### config.mk
export PLATFORM = sky130hd
export DESIGN_NAME = barrel_shift_sequencer
export DESIGN_NICKNAME = d
export VERILOG_FILES = /design/src/rtl/barrel_shift_sequencer.sv
export SDC_FILE = /design/constraint.sdc
export NUM_CORES = 1
export LEC_CHECK = 0
export CELL_PAD_IN_SITES_DETAIL_PLACEMENT = 1
export CELL_PAD_IN_SITES_GLOBAL_PLACEMENT = 1
export CORE_UTILIZATION = 40
export CTS_BUF_LIST = sky130_fd_sc_hd__clkbuf_8
export DETAILED_ROUTE_END_ITERATION = 16
export MAX_ROUTING_LAYER = met4
export PLACE_DENSITY_LB_ADDON = 0.1
export RECOVER_POWER = 25
export SLEW_MARGIN = 25
export SYNTH_ARGS = -nofsm -noshare
export SYNTH_HDL_FRONTEND = slang
export SYNTH_SLANG_ARGS = --single-unit
### constraint.sdc
create_clock -name clk -period 2.2 [get_ports clk]
set_clock_uncertainty 0.2 [all_clocks]
set_input_delay 0.55 -clock clk [delete_from_list [all_inputs] [get_ports clk]]
set_output_delay 0.55 -clock clk [all_outputs]
set_load 0.05 [all_outputs]
### src/rtl/barrel_shift_sequencer.sv
// Step-rate controller for the 8-bit barrel-shifter datapath: button edge detection,
// load/config capture and prescaled single-step shift strobes.
module barrel_shift_sequencer #(
    parameter int unsigned TICK_DIV = 25_000_000
) (
    input  logic       clk,
    input  logic       rst_n,
    input  logic [7:0] sw,
    input  logic       btn_start,
    input  logic       btn_stop,
    input  logic       btn_load,
    output logic       busy,
    output logic       done,
    output logic       sh_load,
    output logic [7:0] sh_load_data,
    output logic       sh_en,
    output logic       sh_dir,
    output logic       sh_rot,
    output logic [2:0] sh_amt,
    output logic [2:0] steps_left
);

    localparam int unsigned CW = (TICK_DIV > 1) ? $clog2(TICK_DIV) : 1;
    localparam logic [CW-1:0] CNT_LAST = CW'(TICK_DIV - 32'd1);

    typedef enum logic [0:0] {
        ST_IDLE = 1'b0,
        ST_RUN  = 1'b1
    } state_t;

    state_t        state_r, state_nx_s;
    logic [CW-1:0] cnt_r, cnt_nx_s;
    logic          counted_r, counted_nx_s;
    logic          prev_start_r, prev_stop_r, prev_load_r;
    logic          start_edge_s, stop_edge_s, load_edge_s;
    logic          busy_nx_s, done_nx_s, load_nx_s, en_nx_s;
    logic          dir_nx_s, rot_nx_s;
    logic [7:0]    data_nx_s;
    logic [2:0]    amt_nx_s, steps_nx_s;

    assign start_edge_s = btn_start & ~prev_start_r;
    assign stop_edge_s  = btn_stop  & ~prev_stop_r;
    assign load_edge_s  = btn_load  & ~prev_load_r;

    // Next-state and next-output decode; stop outranks load, load outranks start.
    always_comb begin
        state_nx_s   = state_r;
        cnt_nx_s     = cnt_r;
        counted_nx_s = counted_r;
        busy_nx_s    = busy;
        done_nx_s    = 1'b0;
        load_nx_s    = 1'b0;
        en_nx_s      = 1'b0;
        data_nx_s    = sh_load_data;
        dir_nx_s     = sh_dir;
        rot_nx_s     = sh_rot;
        amt_nx_s     = sh_amt;
        steps_nx_s   = steps_left;
        case (state_r)
            ST_IDLE: begin
                if (stop_edge_s) begin
                    state_nx_s = ST_IDLE;
                end else if (load_edge_s) begin
                    data_nx_s = sw;
                    load_nx_s = 1'b1;
                end else if (start_edge_s) begin
                    amt_nx_s     = sw[2:0];
                    dir_nx_s     = sw[3];
                    rot_nx_s     = sw[4];
                    steps_nx_s   = sw[7:5];
                    counted_nx_s = (sw[7:5] != 3'd0);
                    cnt_nx_s     = '0;
                    busy_nx_s    = 1'b1;
                    state_nx_s   = ST_RUN;
                end else begin
                    state_nx_s = ST_IDLE;
                end
            end
            ST_RUN: begin
                if (stop_edge_s) begin
                    busy_nx_s  = 1'b0;
                    state_nx_s = ST_IDLE;
                end else if (counted_r && sh_en && (steps_left == 3'd0)) begin
                    // the final strobe is on the outputs now; close the run
                    busy_nx_s  = 1'b0;
                    done_nx_s  = 1'b1;
                    state_nx_s = ST_IDLE;
                end else if (cnt_r == CNT_LAST) begin
                    cnt_nx_s = '0;
                    en_nx_s  = 1'b1;
                    if (counted_r) begin
                        steps_nx_s = steps_left - 3'd1;
                    end else begin
                        steps_nx_s = 3'd0;
                    end
                end else begin
                    cnt_nx_s = cnt_r + {{(CW-1){1'b0}}, 1'b1};
                end
            end
            default: begin
                busy_nx_s  = 1'b0;
                state_nx_s = ST_IDLE;
            end
        endcase
    end

    // State, prescaler, button history and registered outputs.
    always_ff @(posedge clk or negedge rst_n) begin
        if (!rst_n) begin
            state_r      <= ST_IDLE;
            cnt_r        <= '0;
            counted_r    <= 1'b0;
            prev_start_r <= 1'b1;
            prev_stop_r  <= 1'b1;
            prev_load_r  <= 1'b1;
            busy         <= 1'b0;
            done         <= 1'b0;
            sh_load      <= 1'b0;
            sh_load_data <= 8'h00;
            sh_en        <= 1'b0;
            sh_dir       <= 1'b0;
            sh_rot       <= 1'b0;
            sh_amt       <= 3'd0;
            steps_left   <= 3'd0;
        end else begin
            state_r      <= state_nx_s;
            cnt_r        <= cnt_nx_s;
            counted_r    <= counted_nx_s;
            prev_start_r <= btn_start;
            prev_stop_r  <= btn_stop;
            prev_load_r  <= btn_load;
            busy         <= busy_nx_s;
            done         <= done_nx_s;
            sh_load      <= load_nx_s;
            sh_load_data <= data_nx_s;
            sh_en        <= en_nx_s;
            sh_dir       <= dir_nx_s;
            sh_rot       <= rot_nx_s;
            sh_amt       <= amt_nx_s;
            steps_left   <= steps_nx_s;
        end
    end

endmodule

After elaboration in Yosys (flattened, before gate mapping):

Index checks and enable logic that the tools add are counted.

* input port bits: 13
* word-level logic and storage cells: 80
* register bits: 50
* output and inout bits: 20

* equal/unequal tests: 8
* bitwise logic cells: 9
* reductions and logical operators: 9
* mux-type cells: 37
* add/sub/neg operators: 2

Operators with widths (count)
* $mux W25: 6
* $pmux W25 S2: 1
* $add A25 B1 Y25 const B: 1
* $eq A25 B25 Y1 const B: 1
* $mux W3: 7
* $mux W1: 20
* $ne A2 B2 Y1 const B: 5
* $reduce_and A4 Y1: 2
* $not A1 Y1: 6
* $pmux W3 S2: 1
* $reduce_and A6 Y1: 1
* $reduce_and A5 Y1: 1
* $pmux W1 S2: 2
* $and A1 B1 Y1: 3
* $logic_not A3 Y1: 1
* $ne A3 B1 Y1 const B: 1
* $reduce_and A3 Y1: 1
* $reduce_bool A3 Y1: 1
* $sub A3 B1 Y3 const B: 1
* $logic_and A1 B1 Y1: 2
* $ne A2 B1 Y1 const B: 1

Logic depth before layout (Yosys ltp):

* word-level depth: 6
* gate-level depth with buffers: 11
* depth with buffers taken out: 9

Worst setup path after synthesis:

Ideal clock, no wire load.

* kind: reg2reg
* start point: reg steps_left[0]
* end point: reg steps_left[1]
* stages on the path, launching flop included: 10
* path slack: -0.281 ns
* arrival time: 2.157 ns
* data required time: 1.875 ns
* buffers on the path: 1
* period minus slack after synthesis: 2.481 ns
* setup time: 0.125 ns
* path through: dfrtp_1 -> inv_1 -> ha_1 -> ha_1 -> nand3_1 -> nand3_1 -> and2_1 -> clkbuf_1 -> nor2_1 -> mux2_2

* word-level cells in the longest chain between the ends: 6
* elaborated cells on any way between the ends: 10
* those cells by class: 1 x add/sub; 1 x eq/ne; 5 x mux; 3 x reduce/logical

RTL lines
* start, declared: line 20 `output logic [2:0] steps_left`
* start signal, assigned: line 140 `steps_left <= steps_nx_s;`
* $sub A3 B1 Y3: line 92 `steps_nx_s = steps_left - 3'd1;`
* $mux W3: line 91 `if (counted_r) begin`
* $mux W3: line 88 `end else if (cnt_r == CNT_LAST) begin`
* $mux W3: line 83 `end else if (counted_r && sh_en && (steps_left == 3'd0)) begin`
* $mux W3: line 80 `if (stop_edge_s) begin`
* $pmux W3 S2: line 59 `case (state_r)`

Parallel ways exist; a longest one is shown, timed or not. The select of a mux whose other input is x is not followed.
A chain may end at the register's enable or synchronous reset.

Worst setup path in the final report:

* start point: in btn_load
* end point: reg steps_left[2]

* word-level cells in the longest chain between the ends: 3

RTL lines
* start, declared: line 11 `input logic btn_load,`
* $and A1 B1 Y1: line 43 `assign load_edge_s = btn_load & ~prev_load_r;`
* $ne A2 B2 Y1 (no source line)
* $reduce_and A6 Y1 (no source line)

No other way between the ends.

==> impl_metrics.tcl <==
set metrics [dict create \
    status "finished, violations left" \
    violations "setup timing" \
    wl_per_cell_um 18.2 \
    fin_crit_sh_pct 101 \
    dp_cells 379 \
    cts_tree "done" \
    vias_per_cell 5.77 \
    core_mm2 0.00603 \
    via_count 2244 \
    cts_num_sinks 50 \
    tightest_slew_ps 939 \
    ys_seq_area_share_pct 49.2 \
    layout.nets 329 \
    design.die.area_mm2 0.00670 \
    die_w_um 81.8 \
    final_common_cell "buf_4" \
    layout_setup_ws_ps -21.0 \
    reg2reg_depth 6 \
    crit_fanout 3 \
    hold_viol 0 \
    setup_tns_ps -37.8 \
    drv_cap 0 \
    clock_path_buffers 2 \
    p_leak_uw 0.00141 \
    syn_area_per_cell_um2 10.2 \
    hold_ws_ps 305 \
    synth_top_cell_area_share_pct 46.1 \
    fp.dieH_um 81.8 \
    worstSkewPairLatency_ps 310 \
    fmax_ghz 0.450 \
    synth_ff_type "dfrtp_1" \
    yosys.area.top_type "dfrtp_1" \
    rrSetupSlack_ps 10 \
    ioPinCount 33 \
    placed_cell_area_mm2 0.00313 \
    hpwl_mm 5.01 \
    yosys_warnings 0 \
    hold_depth 1 \
    r2r_start "cnt_r[8]" \
    synth_edf_count 0 \
    hold_start "cnt_r[21]" \
    stdcell_area_mm2 0.00328 \
    worstSetupEndpointType "register" \
    first_pass_iters 4 \
    antenna_found_initial 0 \
    powerDensity_mw_per_mm2 850 \
    path_clk_slew_ps 100 \
    grt_max_degree 36 \
    synth_cell_type_count 43 \
    hold_class "register to register" \
    layout_common_cells "buf_4, dfrtp_1, a31oi_1" \
    postSynth.asyncResetShare_pct 100 \
    drive_above_1_share_pct 33.8 \
    grt_use_total_pct 23.1 \
    final-max-slew-violation-count 0 \
    synth_area_leaders "dfrtp_1, mux2_2, a31oi_1" \
    critPathLaunchType "input pin" \
    diodes 0 \
    syn_nets 267 \
    grt_overflow 0 \
    synthCells 251 \
    finalSetupViolCount 2 \
    h-tree-depth 2 \
    r2r-end "cnt_r[23]" \
    portBuffers 32 \
    rsz0062_at_grt "true" \
    grt_pass1_wl_mm 11.2 \
    cts-buffers-inserted 5 \
    ir_drop_mv 0.620 \
    grt_pass1_vias 2272 \
    drtIter0Drc 93 \
    syn_to_final_growth_pct 28.5 \
    rows 28 \
    worst-setup-path-type "input pin to register" \
    post-route-min-period_ps 2220 \
    holdPathEnd "cnt_r[21]" \
    detail_route.wirelength_mm 7.07 \
    route.detailed.drc 0 \
    critPathArrivalTime_ps 2230 \
    cts_root_buf "clkbuf_8" \
    final_cells 389 \
    required_ps 2210 \
    ys_ff_latch 50 \
    slew-limit-headroom_pct 37.4 \
    netlist_area_mm2 0.00255 \
    place_congestion 0.791 \
    final_antenna_net_count 0 \
    start_util_pct 42.3 \
]
[per-stage QoR]
stage | setup WS (ps) | util, % | total power [uW]
finish | -21.0 | 54.4 | 2790
global route | -83.5 | 54.4 | 2910
CTS | 0.00733 | 53.9 | 2800
detailed placement | -297 | 51.9 | 2210
global placement | -252 | 51.9 | 2180
floorplan | 6.05 | - | 1850
[state kept, by name, indices dropped and copies added, names as in the netlist]
signal        flops
state_r           1
sh_dir            1
sh_rot            1
steps_left        3
sh_amt            3
prev_stop_r       1
busy              1
counted_r         1
cnt_r            25
sh_en             1
done              1
sh_load_data      8
prev_start_r      1
prev_load_r       1
sh_load           1
[synth_stat cells (4+ instances only)]
master / n
nand2b_1: 5
nor3_1: 5
a21oi_1: 10
mux2_2: 16
a31oi_1: 24
nor2_1: 8
o21ai_0: 13
nand2_1: 22
and3_1: 4
nand4_1: 9
buf_2: 6
nand3_1: 15
clkbuf_1: 5
dfrtp_1: 47
inv_1: 9
[kinds of logic (layout without fill, tap and decap cells)]
family / count (synthesis) / in the layout / synth area share, %
AOI/OAI and AO/OA: 63 / 63 / 15.2
adders and majority gates: 3 / 3 / 1.47
buffers and inverters: 22 / 85 / 3.97
DFF: 50 / 50 / 49.2
muxes: 18 / 18 / 7.85
and+or+nand+nor: 95 / 95 / 22.3
[critical path, stage by stage]
cell and delay, ps:
dlygate4sd3_1 560, nand2b_1 130, nand4b_1 140, and2_1 230
buf_4 160, nor2_2 120, mux2_2 340
[where the power goes]
part / total [uW] / switching [uW] / leakage (uW) / internal (uW)
registers: 1150 / 96.4 / 0.000643 / 1050
clock network: 577 / 348 / 0.0000408 / 228
logic: 1060 / 687 / 0.000729 / 373
[final cells by class]
type | count | area, um^2
Clock buffer | 5 | 68.8
Clock inverter | 3 | 23.8
Fill cell | 693 | 2750
Sequential cell | 50 | 1260
Inverter | 9 | 33.8
Multi-Input combinational cell | 179 | 1240
Timing Repair Buffer | 68 | 556
Tap cell | 75 | 93.8
[how the worst max path moves through the flow]
stage,start,end,cells past startpoint
3_3_place_gp,btn_start,steps_left[1],7
5_1_grt,cnt_r[8],cnt_r[23],6
4_1_cts,cnt_r[8],cnt_r[23],6
6_report,btn_load,steps_left[2],7
2_1_floorplan,cnt_r[7],cnt_r[3],7
3_5_place_dp,btn_start,cnt_r[7],8
[per-layer routing]
metal / global-route usage (%) / wire length (um) / vias to the layer above
li1: - / - / 1067
met1: 30.1 / 3290 / 1139
met2: 37.4 / 3480 / 33
met3: 3.33 / 219 / 5
met4: 6.49 / 72 / 0
met5: - / 0 / -
[repair_timing]
action / in CTS / in global routing
endpoints found under the hold margin: 15 / 0
resized for setup: 3 / 10
hold buffers: 1 / 0
buffers inserted: 0 / 1
endpoints found under the setup margin: 4 / 24
pin swaps: 0 / 1
Note: power is estimated with default switching activity, not from simulation.
